[src/rtl/stream_width_packer_pkg.sv]
// Purpose : shared types and helpers for the narrow-to-wide stream packer.
// Contents: FSM state enum and a constant-foldable ceiling-log2 helper.
// Ports   : none (package).
package packer_pkg;

    typedef enum logic {
        FILL = 1'b0,
        PUSH = 1'b1
    } state_t;

    // Smallest r with 2**r >= n; used to size counters holding 0..RATIO.
    function automatic int clog2(input int n);
        int r;
        int v;
        r = 0;
        v = 1;
        while (v < n) begin
            v = v * 2;
            r = r + 1;
        end
        return r;
    endfunction

endpackage

[src/rtl/stream_width_packer_if.sv]
// Purpose : bundles the upstream dequeue side and downstream enqueue side of the packer.
// Ports   : in_rdy/in_en/in_val (narrow FIFO), out_rdy/out_en/out_val (wide FIFO), fill_cnt status;
//           flush/out_cnt exist only when PACKER_FLUSH_EN is defined. master = packer, slave = environment.
interface stream_width_packer_if #(
    parameter int WIDTH = 8,
    parameter int RATIO = 4
);
    import packer_pkg::*;

    localparam int CNT_W = clog2(RATIO + 1);

    logic                     in_rdy;
    logic                     in_en;
    logic [WIDTH-1:0]         in_val;
    logic                     out_rdy;
    logic                     out_en;
    logic [WIDTH*RATIO-1:0]   out_val;
    logic [CNT_W-1:0]         fill_cnt;
`ifdef PACKER_FLUSH_EN
    logic                     flush;
    logic [CNT_W-1:0]         out_cnt;

    modport master (
        input  in_rdy, in_val, out_rdy, flush,
        output in_en, out_en, out_val, fill_cnt, out_cnt
    );
    modport slave (
        output in_rdy, in_val, out_rdy, flush,
        input  in_en, out_en, out_val, fill_cnt, out_cnt
    );
`else
    modport master (
        input  in_rdy, in_val, out_rdy,
        output in_en, out_en, out_val, fill_cnt
    );
    modport slave (
        output in_rdy, in_val, out_rdy,
        input  in_en, out_en, out_val, fill_cnt
    );
`endif

endinterface

[src/rtl/stream_width_packer.sv]
// Purpose : packs RATIO consecutive WIDTH-bit words into one WIDTH*RATIO-bit word, slot 0 in the LSBs.
// Latency : out_en no earlier than 1 cycle after the last word is taken; at least RATIO+1 cycles per output.
// Backpr. : out_rdy=0 holds PUSH with out_val/fill_cnt frozen; in_rdy=0 simply stalls filling.
// Ports   : clk, rst_n (synchronous, active-low), io (stream_width_packer_if.master).
// Config  : PACKER_FLUSH_EN adds flush (emit partial word) and out_cnt (valid slots in out_val).
module stream_width_packer
    import packer_pkg::*;
#(
    parameter int WIDTH = 8,
    parameter int RATIO = 4
) (
    input  logic                  clk,
    input  logic                  rst_n,
    stream_width_packer_if.master io
);

    localparam int CNT_W = clog2(RATIO + 1);
    localparam logic [CNT_W-1:0] FULL = CNT_W'(RATIO);

    state_t                       state;
    logic [CNT_W-1:0]             fill_q;
    logic [CNT_W-1:0]             fill_nxt;
    logic [RATIO-1:0][WIDTH-1:0]  slot_q;
    logic [RATIO-1:0]             slot_we;
    logic                         wr;
    logic                         rd;
    logic                         go_push;

    // Strobes are gated by rst_n so nothing transfers in a reset cycle.
    assign wr = rst_n & (state == FILL) & io.in_rdy;
    assign rd = rst_n & (state == PUSH) & io.out_rdy;

    assign io.in_en    = wr;
    assign io.out_en   = rd;
    assign io.out_val  = slot_q;
    assign io.fill_cnt = fill_q;

    assign fill_nxt = fill_q + CNT_W'(1);

`ifdef PACKER_FLUSH_EN
    logic [CNT_W-1:0] out_cnt_q;

    // A flush only counts if something will be held after this edge:
    // either slots are already occupied or a word is landing right now.
    assign go_push = (state == FILL) &
                     ((wr & (fill_nxt == FULL)) |
                      (io.flush & (wr | (fill_q != '0))));
    assign io.out_cnt = out_cnt_q;
`else
    assign go_push = wr & (fill_nxt == FULL);
`endif

    // Slot write decode: only the slot addressed by the current fill count takes the word.
    for (genvar gi = 0; gi < RATIO; gi++) begin : g_slot_we
        assign slot_we[gi] = wr & (fill_q == CNT_W'(gi));
    end

    // Slots are cleared on emission so unused slots of the next word read 0.
    always_ff @(posedge clk) begin
        if (!rst_n) begin
            slot_q <= '0;
        end else if (rd) begin
            slot_q <= '0;
        end else begin
            for (int i = 0; i < RATIO; i++) begin
                if (slot_we[i]) begin
                    slot_q[i] <= io.in_val;
                end
            end
        end
    end

    always_ff @(posedge clk) begin
        if (!rst_n) begin
            state  <= FILL;
            fill_q <= '0;
`ifdef PACKER_FLUSH_EN
            out_cnt_q <= '0;
`endif
        end else begin
            case (state)
                FILL: begin
                    if (wr) begin
                        fill_q <= fill_nxt;
                    end
                    if (go_push) begin
                        state <= PUSH;
`ifdef PACKER_FLUSH_EN
                        out_cnt_q <= wr ? fill_nxt : fill_q;
`endif
                    end
                end
                PUSH: begin
                    if (rd) begin
                        state  <= FILL;
                        fill_q <= '0;
                    end
                end
                default: begin
                    state  <= FILL;
                    fill_q <= '0;
                end
            endcase
        end
    end

endmodule
[src/flat_wrapper.sv]
// flat-port wrapper written by rule: the top's interface ports become plain ports
module stream_width_packer_flat import packer_pkg::*;
#(
    parameter int WIDTH = 8,
    parameter int RATIO = 4
)
  (clk, rst_n, io_in_rdy, io_in_val, io_out_rdy, io_in_en, io_out_en, io_out_val, io_fill_cnt);
  stream_width_packer_if #(.WIDTH(WIDTH), .RATIO(RATIO)) io_i ();
  input  logic clk;
  input  logic rst_n;
  input wire logic [$bits(io_i.in_rdy)-1:0] io_in_rdy;
  input wire logic [$bits(io_i.in_val)-1:0] io_in_val;
  input wire logic [$bits(io_i.out_rdy)-1:0] io_out_rdy;
  output wire logic [$bits(io_i.in_en)-1:0] io_in_en;
  output wire logic [$bits(io_i.out_en)-1:0] io_out_en;
  output wire logic [$bits(io_i.out_val)-1:0] io_out_val;
  output wire logic [$bits(io_i.fill_cnt)-1:0] io_fill_cnt;
  assign io_i.in_rdy = io_in_rdy;
  assign io_i.in_val = io_in_val;
  assign io_i.out_rdy = io_out_rdy;
  assign io_in_en = io_i.in_en;
  assign io_out_en = io_i.out_en;
  assign io_out_val = io_i.out_val;
  assign io_fill_cnt = io_i.fill_cnt;
  stream_width_packer #(.WIDTH(WIDTH), .RATIO(RATIO)) u_core (.clk(clk), .rst_n(rst_n), .io(io_i));
endmodule
[config.mk]
export PLATFORM = sky130hd
export DESIGN_NAME = stream_width_packer_flat
export DESIGN_NICKNAME = d
export VERILOG_FILES = /design/src/rtl/stream_width_packer_pkg.sv /design/src/rtl/stream_width_packer_if.sv /design/src/rtl/stream_width_packer.sv /design/src/flat_wrapper.sv
export SDC_FILE = /design/constraint.sdc
export NUM_CORES = 1
export LEC_CHECK = 0
export CAP_MARGIN = 20
export CORE_AREA = 4 4 68 70
export DETAILED_ROUTE_END_ITERATION = 12
export DIE_AREA = 0 0 72 74
export PLACE_DENSITY = 0.75
export SLEW_MARGIN = 20
export SYNTH_ARGS = -nofsm -noshare
export SYNTH_HDL_FRONTEND = slang
export SYNTH_SLANG_ARGS = --single-unit
[constraint.sdc]
create_clock -name clk -period 1.3 [get_ports clk]
set_clock_uncertainty 0.05 [all_clocks]
set_input_delay 0.13 -clock clk [delete_from_list [all_inputs] [get_ports clk]]
set_output_delay 0.13 -clock clk [all_outputs]
set_load 0.02 [all_outputs]
==> key figures <==
Routing
  – Drt first pass iters: 4
  – Wire per inst: 13.2 µm
  – Initial drt markers: 93
  – Remaining antenna violation count after routing: 0
  – Vias/cell: 4.96
  – Remaining DRCs: 0
  – Vias: 1404
  – Routed WL: 3740 µm

Layout
  – Commonest cells after routing, fill and taps aside: nand2_1, dlygate4sd2_1, dfxtp_1
  – Nets: 250
  – Ant diodes: 0
  – Layout cells sized above 1: 0.283
  – P&R area growth vs syn: 44.0%
  – Commonest non-fill, non-tap cell in the layout: nand2_1

Setup path
  – CP Max Fanout: 2
  – CP Capture Type: flip-flop
  – Crit path largest cell delay: 350 ps
  – WP data required: 1460 ps
  – Crit path DAT: 1410 ps
  – Critical path, cell by cell: ha_4, ha_4, nor3b_4, a21oi_1, nor2b_1
  – R2R Setup Slk: 60 ps
  – Slowest cell on crit path: dfxtp_4
  – Worst reg-to-reg path cell count: 5
  – Critical R2R Launch: u_core.io.fill_cnt[0]
  – Worst setup SP type: flip-flop
  – Critical path class: reg2reg
  – Reg2Reg Capture Point: u_core.state
  – Critical Path Sink: u_core.state
  – Worst setup path start: u_core.io.fill_cnt[0]
  – Worst path most repeated cell: ha_4

Clocking
  – Clock Latency Late Sink: 280 ps
  – Clk buf depth: 2
  – CTS clk-pin slew, worst paths: 70 ps
  – Clk sink count: 36
  – H-tree Lvls: 2
  – Total CTS buffers: 5
  – CTS tree: yes
  – CTS Root Cell: clkbuf_8

STA
  – Final period utilization: 0.955
  – RSZ-0062 raised after global routing: yes
  – Post-Route Setup TNS: 0 ps
  – Min cycle time layout: 1240 ps
  – FMAX: 0.805 GHz
  – Min setup slack post-route: 58.4 ps
  – Final Hold Viols: 0
  – Pins Over Slew Limit: 0
  – Final setup viols: 0
  – Slew @ Worst Pin: 244 ps
  – Slew headroom: 0.834
  – Min Hold Slack: 145 ps

Die
  – Total die area: 0.00533 mm²
  – Top Ports: 49
  – Overall die height: 74 µm
  – Initial core utilization: 0.399
  – Core area: 0.00397 mm²
  – # rows: 23
  – Die width: 72 µm

Flow run
  – Maxcap violations: 0

Global routing
  – Total gr overflow: 0
  – Total GRT Usage: 0.154
  – Vias in the first global route: 1382
  – First-pass GRT wire length: 6440 µm
  – Antenna violations before repair: 0
  – Largest net degree at the start of global routing: 33

Logic synthesis
  – Adder-Cell Fraction of Synth Area: 0.0474
  – Mapped Cells: 178
  – Post-Synth XOR/XNOR Area: 0
  – Unique masters post-synth: 24
  – Sequential-to-total area share from yosys stat: 0.455
  – Largest family of logic cells by synthesized area: simple AND/OR/NAND/NOR gates
  – Synth Area in Compound Gates: 0.151
  – Post-synthesis mux area share: 0.00631
  – Syn_area_per_cell: 8.91 µm²
  – Synth Register Bits: 36
  – Post-Syn Area: 0.00159 mm²
  – Synth warn: 0
  – Simple-gate share of the synthesized area: 0.274
  – Syn Nets: 196

Power and ir drop
  – Leakage: 1.06 nW
  – Maximum vdd drop: 0.000520 V
  – Pwr dens: 1060 mW/mm²

Placement
  – Dpl hpwl: 2780 µm
  – IO Port Bufs: 48
  – Pre-CTS setup slack: -365 ps
  – GPL Wtd Cong: 0.769

Run status
  – Status: finished, final reports clean

Hold path
  – Worst Hold Class: in2reg
==> flip-flops by register name (all words and copies together), names as in the netlist <==
register / cells
u_core.io.fill_cnt: 3
u_core.state: 1
u_core.io.out_val: 32
==> power by group <==
part           internal (W)  total [W]  leakage [nW]  switching [W]
clock network      0.000491   0.000867        0.0534       0.000376
registers           0.00115    0.00117         0.294      0.0000231
logic              0.000164   0.000382         0.709       0.000217
total               0.00180    0.00242          1.06       0.000616
==> layer usage <==
metal  global-route usage  vias to the layer above  part of all wire
li1                     -                      707                 -
met1                0.192                      649              0.45
met2                0.255                       42              0.48
met4               0.0626                        0             0.012
met5                    0                        -                 0
met3               0.0405                        6             0.059
==> through the flow <==
| stage | util | area [µm²] | total power [W] | cells |
|---|---|---|---|---|
| 2_1_floorplan | - | 1610 | 0.00141 | 178 |
| 3_3_place_gp | 0.547 | 2170 | 0.00159 | 276 |
| 3_5_place_dp | 0.547 | 2170 | 0.00160 | 276 |
| 4_1_cts | 0.560 | 2220 | 0.00243 | 283 |
| 5_1_grt | 0.575 | 2280 | 0.00253 | 283 |
| 6_report | 0.575 | 2280 | 0.00242 | 283 |
==> worst min-delay path by stage <==
stage | from | to | slack, ps | cells after the start
after floorplan | io_in_val[0] | u_core.io.out_val[24] | 180 | 2
after global placement | u_core.io.out_val[26] | u_core.io.out_val[26] | 390 | 2
after detailed placement | u_core.io.out_val[31] | u_core.io.out_val[31] | 400 | 2
after CTS | u_core.io.out_val[31] | u_core.io.out_val[31] | 400 | 2
after global routing | rst_n | u_core.io.fill_cnt[2] | 170 | 2
final | rst_n | u_core.io.fill_cnt[2] | 140 | 2
==> timing repair <==
item	in CTS	in global routing
hold buffers	0	0
setup endpoints to repair	45	36
gates cloned	0	0
pin swaps	1	2
buffers inserted	0	0
resized for setup	43	17
==> logic make-up after synthesis <==
family / Yosys count
flip-flops: 36
AO/OA/AOI/OAI: 28
AND/OR/NAND/NOR: 89
multiplexers: 1
adder cells (fa/ha/maj): 6
buffers and inverters: 18
==> synthesized netlist by cell type <==
| cell type | n | area (µm²) |
|---|---|---|
| a21boi_2 | 1 | 11.3 |
| a21oi_1 | 2 | 10.0 |
| a22oi_1 | 1 | 7.51 |
| and2_1 | 1 | 6.26 |
| and2_4 | 3 | 26.3 |
| and3_1 | 1 | 6.26 |
| and4b_1 | 1 | 10.0 |
| and4bb_1 | 1 | 12.5 |
| buf_1 | 1 | 3.75 |
| buf_2 | 4 | 20.0 |
| buf_4 | 1 | 7.51 |
| buf_6 | 4 | 45.0 |
| clkbuf_1 | 5 | 18.8 |
| dfxtp_1 | 36 | 721 |
| ha_1 | 6 | 75.1 |
| inv_1 | 3 | 11.3 |
| mux2i_1 | 1 | 10.0 |
| nand2_1 | 40 | 150 |
| nand3_1 | 32 | 160 |
| nand4b_1 | 1 | 8.76 |
| nor2_1 | 2 | 7.51 |
| nor2b_1 | 5 | 31.3 |
| nor3b_1 | 2 | 15.0 |
| o21ai_2 | 24 | 210 |
==> area by class of cell <==
class                      instances  area, µm²
tap                               50       62.6
multi-input combinational        124        822
inverter                           3       11.3
clock buffer                       7       97.6
clock inverter                     1       5.00
timing repair buffer              62        554
fill                             375       1690
sequential                        36        729
==> worst max-delay path: cells and delay by family (launching register included) <==
kind | cells | cell delay (ps)
fa+ha+maj | 2 | 370
compound gates | 1 | 90
simple gates | 2 | 320
flops | 1 | 350
(Power assumes the default switching activity.)
